## src/rtl/vga_scan_generator.sv

```systemverilog
// 640x480@60 VGA raster timing: coordinates, display enable, active-low syncs, frame strobe/counter.
// Define VGA_SYNC_DELAY_EN to delay hs/vs by PIPE_DLY clocks so they line up with mapper RGB.
module vga_scan_generator #(
    parameter int unsigned H_VISIBLE = 640,
    parameter int unsigned H_FP      = 16,
    parameter int unsigned H_SYNC    = 96,
    parameter int unsigned H_BP      = 48,
    parameter int unsigned V_VISIBLE = 480,
    parameter int unsigned V_FP      = 10,
    parameter int unsigned V_SYNC    = 2,
    parameter int unsigned V_BP      = 33
`ifdef VGA_SYNC_DELAY_EN
    ,
    parameter int unsigned PIPE_DLY  = 2
`endif
) (
    input  logic       vga_clk,
    input  logic       reset,
    output logic [9:0] DrawX,
    output logic [9:0] DrawY,
    output logic       blank,
    output logic       hs,
    output logic       vs,
    output logic       frame_start,
    output logic [7:0] frame_count
);

    localparam int unsigned CW       = 10;
    localparam int unsigned FCW      = 8;
    localparam int unsigned H_TOTAL  = H_VISIBLE + H_FP + H_SYNC + H_BP;
    localparam int unsigned V_TOTAL  = V_VISIBLE + V_FP + V_SYNC + V_BP;
    localparam int unsigned HS_START = H_VISIBLE + H_FP;
    localparam int unsigned HS_END   = HS_START + H_SYNC;
    localparam int unsigned VS_START = V_VISIBLE + V_FP;
    localparam int unsigned VS_END   = VS_START + V_SYNC;

    logic [CW-1:0] r_hc;
    logic [CW-1:0] r_vc;
    logic          r_hs;
    logic          r_vs;

    logic w_h_last;
    logic w_v_last;
    logic w_blank;
    logic w_hs;
    logic w_vs;
    logic w_frame_start;

    // Decode the current counter position.
    always_comb begin
        w_h_last      = (r_hc == CW'(H_TOTAL - 1));
        w_v_last      = (r_vc == CW'(V_TOTAL - 1));
        w_blank       = (r_hc < CW'(H_VISIBLE)) && (r_vc < CW'(V_VISIBLE));
        w_hs          = !((r_hc >= CW'(HS_START)) && (r_hc < CW'(HS_END)));
        w_vs          = !((r_vc >= CW'(VS_START)) && (r_vc < CW'(VS_END)));
        w_frame_start = (r_hc == '0) && (r_vc == '0);
    end

    // Raster counters; the line counter advances only on the pixel wrap.
    always_ff @(posedge vga_clk) begin
        if (reset) begin
            r_hc <= '0;
            r_vc <= '0;
        end else if (w_h_last) begin
            r_hc <= '0;
            r_vc <= w_v_last ? '0 : r_vc + CW'(1);
        end else begin
            r_hc <= r_hc + CW'(1);
        end
    end

    always_ff @(posedge vga_clk) begin
        if (reset) begin
            DrawX       <= '0;
            DrawY       <= '0;
            blank       <= 1'b0;
            r_hs        <= 1'b1;
            r_vs        <= 1'b1;
            frame_start <= 1'b0;
            frame_count <= '0;
        end else begin
            DrawX       <= r_hc;
            DrawY       <= r_vc;
            blank       <= w_blank;
            r_hs        <= w_hs;
            r_vs        <= w_vs;
            frame_start <= w_frame_start;
            if (w_frame_start) begin
                frame_count <= frame_count + FCW'(1);
            end
        end
    end

`ifdef VGA_SYNC_DELAY_EN
    logic [PIPE_DLY-1:0] r_hs_pipe;
    logic [PIPE_DLY-1:0] r_vs_pipe;

    // Sync delay line, idle-high so no false sync pulse follows reset.
    always_ff @(posedge vga_clk) begin
        if (reset) begin
            r_hs_pipe <= '1;
            r_vs_pipe <= '1;
        end else begin
            r_hs_pipe[0] <= r_hs;
            r_vs_pipe[0] <= r_vs;
            for (int i = 1; i < int'(PIPE_DLY); i++) begin
                r_hs_pipe[i] <= r_hs_pipe[i-1];
                r_vs_pipe[i] <= r_vs_pipe[i-1];
            end
        end
    end

    assign hs = r_hs_pipe[PIPE_DLY-1];
    assign vs = r_vs_pipe[PIPE_DLY-1];
`else
    assign hs = r_hs;
    assign vs = r_vs;
`endif

endmodule

```

## config.mk

```make
export PLATFORM = sky130hd
export DESIGN_NAME = vga_scan_generator
export DESIGN_NICKNAME = d
export VERILOG_FILES = /design/src/rtl/vga_scan_generator.sv
export SDC_FILE = /design/constraint.sdc
export NUM_CORES = 1
export LEC_CHECK = 0
export CELL_PAD_IN_SITES_DETAIL_PLACEMENT = 1
export CELL_PAD_IN_SITES_GLOBAL_PLACEMENT = 1
export CORE_ASPECT_RATIO = 0.7
export CORE_UTILIZATION = 39
export DETAILED_ROUTE_END_ITERATION = 8
export GPL_TIMING_DRIVEN = 0
export PLACE_DENSITY_LB_ADDON = 0.3
export SYNTH_ARGS = -nofsm -noshare
export SYNTH_HDL_FRONTEND = slang
export SYNTH_SLANG_ARGS = --single-unit
export TNS_END_PERCENT = 20
```

## constraint.sdc

```tcl
create_clock -name vga_clk -period 2.4 [get_ports vga_clk]
set_input_delay 0.48 -clock vga_clk [delete_from_list [all_inputs] [get_ports vga_clk]]
set_output_delay 0.48 -clock vga_clk [all_outputs]
set_load 0.005 [all_outputs]
```

==> impl_metrics.env, run 1 <==
export IMPL_synth_common_cells="52 x dfxtp_1, 27 x nor2_1, 14 x nand3_1, 14 x nor2b_1, 12 x clkbuf_1"
export IMPL_place_inst=329
export IMPL_layout_setup_ws_ns=0.207
export IMPL_synthAdderAreaFrac=0.0300
export IMPL_synthSimpleGateAreaFrac=0.279
export IMPL_ctsHoldBuffers=0
export IMPL_worst_hold_path_num_cells=1
export IMPL_first_pass_iters=4
export IMPL_setup_tns_ns=0
export IMPL_start_util=0.419
export IMPL_ys_types=32
export IMPL_postRouteAntennaNets=0
export IMPL_area_delta_synth_final_pct=25.5
export IMPL_clk_insertion_delay_late_ns=0.30
export IMPL_status="finished clean"
export IMPL_worst_setup_path_start_kind="flop"
export IMPL_worstPathMaxFanout=7
export IMPL_grt_overflow_total=0
export IMPL_synth_area_leaders="dfxtp_1 50%, nor2_1 4.9%, nor2b_1 4.2%, xnor2_1 4.2%, nand3_1 3.4%"
export IMPL_remaining_drc_errors=0
export IMPL_synth_seq_cells=52
export IMPL_power_density_nw_per_um2=560
export IMPL_clock_skew_ns=0.0101
export IMPL_core_sq_um=4970
export IMPL_cp_required_ns=2.64
export IMPL_clockBufferDepth=2
export IMPL_synth_edf_count=0
export IMPL_power_leakage_nw=0.886
export IMPL_wl_per_cell_um=15.5
export IMPL_root_buffer="clkbuf_8"
export IMPL_timing_final_crit_period_ns=2.19
export IMPL_grt_max_degree=16
export IMPL_rows=21
export IMPL_routed_wirelength_mm=5.27
export IMPL_cts_tree="yes"
export IMPL_place_ws_ns=0.0393
export IMPL_drtIter0Drc=48
export IMPL_cts_sinks=52
export IMPL_endpoint="r_vc[8]"
export IMPL_die_h_um=63.1
export IMPL_final_util=0.526
export IMPL_fin_cells=339
export IMPL_first_global_vias=1753
export IMPL_vias_per_cell=5.28
export IMPL_setup_violations=0
export IMPL_fillers=585
export IMPL_p_total_mw=1.46
export IMPL_dominantRegCellSynth="dfxtp_1"
export IMPL_syn_inst=227
export IMPL_hp_class="flop to flop"
export IMPL_worstRegToRegCells=6
export IMPL_yosysTopAreaCell="dfxtp_1"
export IMPL_syn_area_sq_um=2080
export IMPL_cpMaxStageDelayCell="or4_4"
export IMPL_synth_compound_area_frac=0.0751
export IMPL_crit_type="flop to flop"
export IMPL_syn_nets=234
export IMPL_final_nets=277
export IMPL_worst_slew_pin_slew_ns=0.586
export IMPL_die_w_um=89.3
export IMPL_max_slew_margin=0.606
export IMPL_synth_mux_area_fraction=0.00481
export IMPL_drive_above_1_share=0.0815
export IMPL_rsz0062_at_grt="false"
export IMPL_reg2reg_from="r_hc[0]"
export IMPL_r2r_setup_slack_ns=0.21
export IMPL_crit_start="r_hc[0]"
export IMPL_cpPeakStageDelay_ns=0.50
export IMPL_post_dp_hpwl_mm=3.72
export IMPL_clock_fmax_mhz=456
export IMPL_floorplan_die_area_sq_um=5640
export IMPL_synth_xor_area_share=0.0505
export IMPL_crit_path_end_kind="flop"
export IMPL_synth_most_common_cell="dfxtp_1"
export IMPL_diodes=0
export IMPL_ios=34
export IMPL_max_cap_viol_count=0
export IMPL_syn_avg_cell_area_sq_um=9.17
export IMPL_hold_violations=0
export IMPL_cts_buffers=5
export IMPL_h_tree_depth=2
export IMPL_vias=1791
export IMPL_grt_usage=0.194
export IMPL_synth_top_family_by_area="simple AND/OR/NAND/NOR gates"
export IMPL_yosysWarnings=0
export IMPL_gp_congestion=0.817
export IMPL_path_cells="ha_1 > nand4_1 > or3_4 > buf_6 > or4_4 > a21oi_2"
export IMPL_synth_top_area_share=0.500
export IMPL_final_max_slew_viol_count=0
export IMPL_fin_crit_sh=0.914
export IMPL_peakVddDrop_mv=0.274
export IMPL_grt_first_pass_wirelength_mm=8.39
export IMPL_worst_ep_arrival_time_ns=2.44
export IMPL_synthArstFlopShare=0
export IMPL_reg2reg_to="r_vc[8]"
export IMPL_port_buffers=33
export IMPL_ys_seq_area_frac=0.500
export IMPL_clk_pin_slew_ns=0.10
export IMPL_antenna_found_initial=0
## sequential cells by signal (all words and copies together), names as in the netlist
signal	count
DrawX	10
DrawY	10
blank	1
frame_count	8
frame_start	1
hs	1
r_hc	10
r_vc	10
vs	1
## placed cells by master, fill, tap and decap left out, types with 10 or more instances in the layout
| cell | count |
|---|---|
| inv_1 | 11 |
| clkdlybuf4s50_1 | 33 |
| nand3_1 | 14 |
| clkbuf_1 | 12 |
| nor2_1 | 27 |
| nor2b_1 | 14 |
| xnor2_1 | 10 |
| dfxtp_1 | 52 |
| a21oi_1 | 10 |
## report_power, final
part	switching [mW]	internal [mW]
Sequential	0.0141	0.877
Clock	0.282	0.198
Combinational	0.0522	0.0389
Total	0.349	1.11
## worst min-delay path by stage
stage / startpoint / end / slack [ns]
4_1_cts: r_hc[0] / r_hc[0] / 0.50
3_5_place_dp: r_hc[0] / r_hc[0] / 0.47
5_1_grt: r_hc[0] / r_hc[0] / 0.54
2_1_floorplan: r_hc[0] / r_hc[0] / 0.44
6_report: r_hc[0] / r_hc[0] / 0.51
3_3_place_gp: r_hc[0] / r_hc[0] / 0.46
## final cells by class
type	instances	area, sq um	share of cell area
multi-input cells	148	926	0.354
well taps	69	86.3	0.0330
clock inverters	2	12.5	0.00479
plain buffers	16	83.8	0.0321
flip-flops and latches	52	1040	0.398
clock buffers	5	68.8	0.0263
inverters	11	41.3	0.0158
repair buffers	36	353	0.135
## per-layer routing
metal	track usage	share of wire
met4	0.0476	0.0057
met5	0	0
met2	0.291	0.44
met1	0.279	0.52
met3	0.0459	0.036
## critical path: cells and delay by family, from the launching register on
| family | cells | cell delay (ns) |
|---|---|---|
| flops | 1 | 0.43 |
| fa+ha+maj | 1 | 0.26 |
| compound gates | 1 | 0.14 |
| buf+inv | 1 | 0.14 |
| simple gates | 3 | 1.18 |
## stage by stage
step           hold WS [ns]  area, sq um
2_1_floorplan         0.441         2080
3_3_place_gp          0.461         2500
3_5_place_dp          0.475         2500
4_1_cts               0.498         2590
5_1_grt               0.537         2610
6_report              0.505         2610
## cell families after synthesis
| logic type | Yosys count |
|---|---|
| flip-flops | 52 |
| XOR/XNOR | 12 |
| adder cells (fa/ha/maj) | 5 |
| AO/OA/AOI/OAI | 25 |
| multiplexers | 1 |
| buffers and inverters | 27 |
| AND/OR/NAND/NOR | 105 |
## timing repair
| action | 4_1_cts | 5_1_grt |
|---|---|---|
| buffers inserted | 0 | 3 |
| endpoints found under the setup margin | 1 | 1 |
| endpoints found under the hold margin | 0 | 0 |
| resized for setup | 2 | 0 |
| pin swaps | 0 | 0 |
Power figures use the tool's default switching activity.
==> run 2: changes to the inputs <==
REMOVE_ABC_BUFFERS = 1   (was unset)
==> run 2 against run 1 <==
Net effect:
- critical path depth down 1
- largest power group unchanged
- fmax shrank 4.5%
- non-clock buffer count decreased by 18
- die area unchanged
- sequential share of layout area grew 1.2 points
- clock-buffer cell count is 1 higher
==> impl_metrics.env, run 2 (same netlist as run 1, synthesis figures left out) <==
export IMPL_status="finished clean"
export IMPL_remaining_drc_errors=0
export IMPL_layout_area_seq_sq_um=1040
export IMPL_drive_above_1_share=0.0672
export IMPL_die_w_um=89.3
export IMPL_gp_congestion=0.809
export IMPL_max_cap_viol_count=0
export IMPL_grt_usage=0.189
export IMPL_first_global_vias=1609
export IMPL_floorplan_die_area_sq_um=5640
export IMPL_clk_insertion_delay_late_ns=0.30
export IMPL_power_density_nw_per_um2=616
export IMPL_grt_first_pass_wirelength_mm=8.06
export IMPL_h_tree_depth=2
export IMPL_hold_violations=0
export IMPL_final_max_slew_viol_count=0
export IMPL_worst_slew_pin_slew_ns=0.697
export IMPL_place_ws_ns=-0.462
export IMPL_drtIter0Drc=73
export IMPL_start_util=0.419
export IMPL_hp_class="flop to flop"
export IMPL_antenna_found_initial=0
export IMPL_postRouteAntennaNets=0
export IMPL_die_h_um=63.1
export IMPL_clock_fmax_mhz=436
export IMPL_grt_overflow_total=0
export IMPL_timing_final_crit_period_ns=2.30
export IMPL_ctsHoldBuffers=0
export IMPL_fillers=575
export IMPL_diodes=0
export IMPL_setup_violations=0
export IMPL_fin_crit_sh=0.957
export IMPL_crit_path_end_kind="flop"
export IMPL_final_common_cell="dfxtp_1"
export IMPL_clk_pin_slew_ns=0.09
export IMPL_vias_per_cell=5.31
export IMPL_p_total_mw=1.56
export IMPL_cts_tree="yes"
export IMPL_grt_max_degree=40
export IMPL_ios=34
export IMPL_worstPathMaxFanout=9
export IMPL_area_delta_synth_final_pct=21.8
export IMPL_final_nets=259
export IMPL_cts_buffers=5
export IMPL_clock_skew_ns=0.00464
export IMPL_power_leakage_nw=0.856
export IMPL_rsz0062_at_grt="true"
export IMPL_crit_type="flop to flop"
export IMPL_worst_setup_path_start_kind="flop"
export IMPL_port_buffers=33
export IMPL_vias=1711
export IMPL_post_dp_hpwl_mm=3.28
export IMPL_layout_setup_ws_ns=0.104
export IMPL_first_pass_iters=4
export IMPL_root_buffer="clkbuf_8"
export IMPL_wl_per_cell_um=15.0
export IMPL_multi_input_area_sq_um=926
export IMPL_rows=21
export IMPL_peakVddDrop_mv=0.362
export IMPL_worst_ep_arrival_time_ns=2.54
export IMPL_cts_sinks=52
export IMPL_routed_wirelength_mm=4.83
export IMPL_max_slew_margin=0.536
export IMPL_clockBufferDepth=2
export IMPL_core_sq_um=4970
export IMPL_mostFrequentLayoutCells="52 x dfxtp_1, 32 x clkdlybuf4s50_1, 27 x nor2_1, 14 x nor2b_1, 14 x nand3_1"
export IMPL_cp_required_ns=2.64
run 2: cell type report:
cell class / instances / area share
sequential: 52 / 0.411
clock buffer: 6 / 0.0286
tap: 69 / 0.0341
clock inverter: 2 / 0.0138
inverter: 11 / 0.0163
multi-input combinational: 148 / 0.365
timing repair buffer: 34 / 0.131
run 2: routing by layer:
metal	up-vias	routed length, um	GRT usage
met5	-	0	0
met4	0	51	0.0595
met3	5	258	0.0433
met2	49	2100	0.280
met1	814	2420	0.270
li1	843	-	-
run 2: where the power goes:
group          internal (mW)  switching [mW]
Sequential             0.877          0.0156
Combinational         0.0346          0.0453
Clock                  0.310           0.281
run 2: worst paths after layout:
check,slack [ns],startpoint,end,depth (start not counted)
min,0.49,r_hc[0],r_hc[0],1
max,0.10,r_hc[0],r_vc[8],5
min reg2reg,0.49,r_hc[0],r_hc[0],1
max reg2reg,0.10,r_hc[0],r_vc[8],5
run 2: per-stage QoR:
stage / util / instance area [sq um] / hold slack (ns) / instances / TNS [ns]
after floorplan: - / 2000 / 0.441 / 211 / 0
after global placement: 0.486 / 2410 / 0.456 / 313 / -4.65
after detailed placement: 0.486 / 2410 / 0.470 / 313 / -4.74
after CTS: 0.508 / 2520 / 0.490 / 321 / 0
after global routing: 0.510 / 2530 / 0.514 / 322 / -0.0147
final: 0.510 / 2530 / 0.486 / 322 / 0
run 2: worst max-delay path, cell delays in order (launching register included):
cell and delay [ns]:
dfxtp_1 0.40, ha_1 0.22, nand4_1 0.38, or3_4 0.56
or4_4 0.53, a21oi_2 0.13
run 2: timing repair:
item | in CTS | in global routing
gates cloned | 0 | 0
buffers inserted | 0 | 1
setup endpoints to repair | 6 | 13
pin swaps | 0 | 1
gates resized for setup | 1 | 2
==> run 3: changes to the inputs <==
CORE_MARGIN = 2   (was unset)
==> run 3 against run 2 <==
Net effect:
- register-to-register slack is essentially flat
- design area grew 0.20%
- critical path type unchanged
- final cell count grew 1.6%
- largest power group unchanged
- utilization shrank 2.2 points
- highest routed layer unchanged
- critical endpoint unchanged
- flip-flop and latch count is the same
- via count shrank 1.2%
- die area grew 5.5%
- global-route usage shrank 2.3 points
- critical path depth is the same
- setup slack gained 0.010 ns
- sequential share of layout area shrank 0.081 points
==> impl_metrics.env, run 3 (same netlist as run 1, synthesis figures left out) <==
export IMPL_ios=34
export IMPL_cts_buffers=5
export IMPL_crit_path_end_kind="flop"
export IMPL_clockPowerShare=0.343
export IMPL_grt_first_pass_wirelength_mm=7.80
export IMPL_max_cap_viol_count=0
export IMPL_hold_violations=0
export IMPL_die_h_um=65.1
export IMPL_clockBufferDepth=2
export IMPL_cp_top_family="simple AND/OR/NAND/NOR gates"
export IMPL_clock_fmax_mhz=438
export IMPL_start_util=0.400
export IMPL_setup_tns_ns=0
export IMPL_path_cells="ha_1 > nand4_1 > or3_4 > or4_4 > a21oi_2"
export IMPL_whs_ns=0.494
export IMPL_worst_setup_path_start_kind="flop"
export IMPL_floorplan_die_area_sq_um=5950
export IMPL_p_int_mw=1.15
export IMPL_cp_buffers_inverters=0
export IMPL_cts_tree="yes"
export IMPL_final_common_cell="dfxtp_1"
export IMPL_grt_usage=0.166
export IMPL_power_leakage_nw=0.856
export IMPL_first_global_vias=1609
export IMPL_fin_cells=327
export IMPL_wl_per_cell_um=14.2
export IMPL_first_pass_iters=4
export IMPL_postLayoutCellArea_sq_um=2540
export IMPL_remaining_drc_errors=0
export IMPL_grt_max_degree=40
export IMPL_rsz0062_at_grt="true"
export IMPL_cts_sinks=52
export IMPL_power_frac_seq=0.602
export IMPL_h_tree_depth=2
export IMPL_power_frac_comb=0.055
export IMPL_final_nets=261
export IMPL_grt_overflow_total=0
export IMPL_die_w_um=91.3
export IMPL_routed_wirelength_mm=4.66
export IMPL_worst_ep_arrival_time_ns=2.53
export IMPL_worstPathMaxFanout=9
export IMPL_final_max_slew_viol_count=0
export IMPL_mostFrequentLayoutCells="52 x dfxtp_1, 32 x clkdlybuf4s50_1, 27 x nor2_1, 14 x nor2b_1, 14 x nand3_1"
export IMPL_drive_above_1_share=0.0745
export IMPL_power_density_nw_per_um2=584
export IMPL_placed_cell_area_sq_um=2420
export IMPL_timing_final_crit_period_ns=2.29
export IMPL_hp_class="flop to flop"
export IMPL_post_dp_hpwl_mm=3.21
export IMPL_peakVddDrop_mv=0.329
export IMPL_antenna_found_initial=0
export IMPL_setup_violations=0
export IMPL_cpMaxStageDelayCell="or3_4"
export IMPL_swShare=0.227
export IMPL_vias_per_cell=5.17
export IMPL_status="finished clean"
export IMPL_postRouteAntennaNets=0
export IMPL_crit_type="flop to flop"
export IMPL_clk_insertion_delay_late_ns=0.30
export IMPL_core_sq_um=5200
export IMPL_fin_crit_sh=0.952
export IMPL_clock_skew_ns=0.00996
export IMPL_worst_slew_pin_slew_ns=0.703
export IMPL_place_inst=316
export IMPL_clk_pin_slew_ns=0.09
export IMPL_drtIter0Drc=75
export IMPL_diodes=0
export IMPL_gp_congestion=0.763
export IMPL_area_delta_synth_final_pct=22.0
export IMPL_rows=22
export IMPL_p_total_mw=1.48
export IMPL_cpPeakStageDelay_ns=0.55
export IMPL_max_slew_margin=0.531
export IMPL_port_buffers=33
export IMPL_root_buffer="clkbuf_8"
export IMPL_cp_required_ns=2.65
export IMPL_vias=1691
export IMPL_p_switching_mw=0.337
-- run 3: power groups by stage --
stage | sequential, mW | clock (mW) | combinational, mW
2_1_floorplan | 0.910 | 0 | 0.0361
3_3_place_gp | 0.912 | 0 | 0.0777
3_5_place_dp | 0.913 | 0 | 0.0820
4_1_cts | 0.893 | 0.529 | 0.0818
5_1_grt | 0.896 | 0.564 | 0.0922
6_report | 0.893 | 0.509 | 0.0811
-- run 3: routing by layer --
| metal | track usage | wire length, um | vias to the layer above |
|---|---|---|---|
| li1 | - | - | 847 |
| met1 | 0.232 | 2450 | 810 |
| met2 | 0.256 | 2020 | 30 |
| met3 | 0.0367 | 146 | 4 |
| met4 | 0.0511 | 48 | 0 |
| met5 | 0 | 0 | - |
-- run 3: worst paths after layout --
| path | slack [ns] | cells past startpoint | end | startpoint |
|---|---|---|---|---|
| worst min-delay path | 0.49 | 2 | frame_count[7] | frame_count[7] |
| worst min register to register | 0.49 | 2 | frame_count[7] | frame_count[7] |
| worst max register to register | 0.11 | 5 | r_vc[8] | r_hc[0] |
| worst max-delay path | 0.11 | 5 | r_vc[8] | r_hc[0] |
-- run 3: final cells by class --
type                       instances  area (sq um)
fill                             614          2660
sequential                        52          1040
multi-input combinational        148           926
timing repair buffer              36           348
tap                               72          90.1
clock buffer                       7          86.3
inverter                          11          41.3
clock inverter                     1          7.51
-- run 3: per-stage QoR --
step | worst slack, ns | utilization
after detailed placement | -0.563 | 0.465
after global routing | -0.0583 | 0.488
after CTS | 0.0221 | 0.483
final | 0.114 | 0.488
after floorplan | 0.404 | -
after global placement | -0.508 | 0.465
-- run 3: what timing repair did --
| item | CTS | global route |
|---|---|---|
| setup endpoints to repair | 12 | 14 |
| buffers inserted | 0 | 3 |
| pin swaps | 0 | 1 |
| gates resized for setup | 1 | 2 |
| hold buffers | 0 | 0 |
-- run 3: tightest hold or removal path: cells and delay by family, from the launching register on --
kind | cells | cell delay (ns)
compound gates | 2 | 0.13
flops | 1 | 0.33
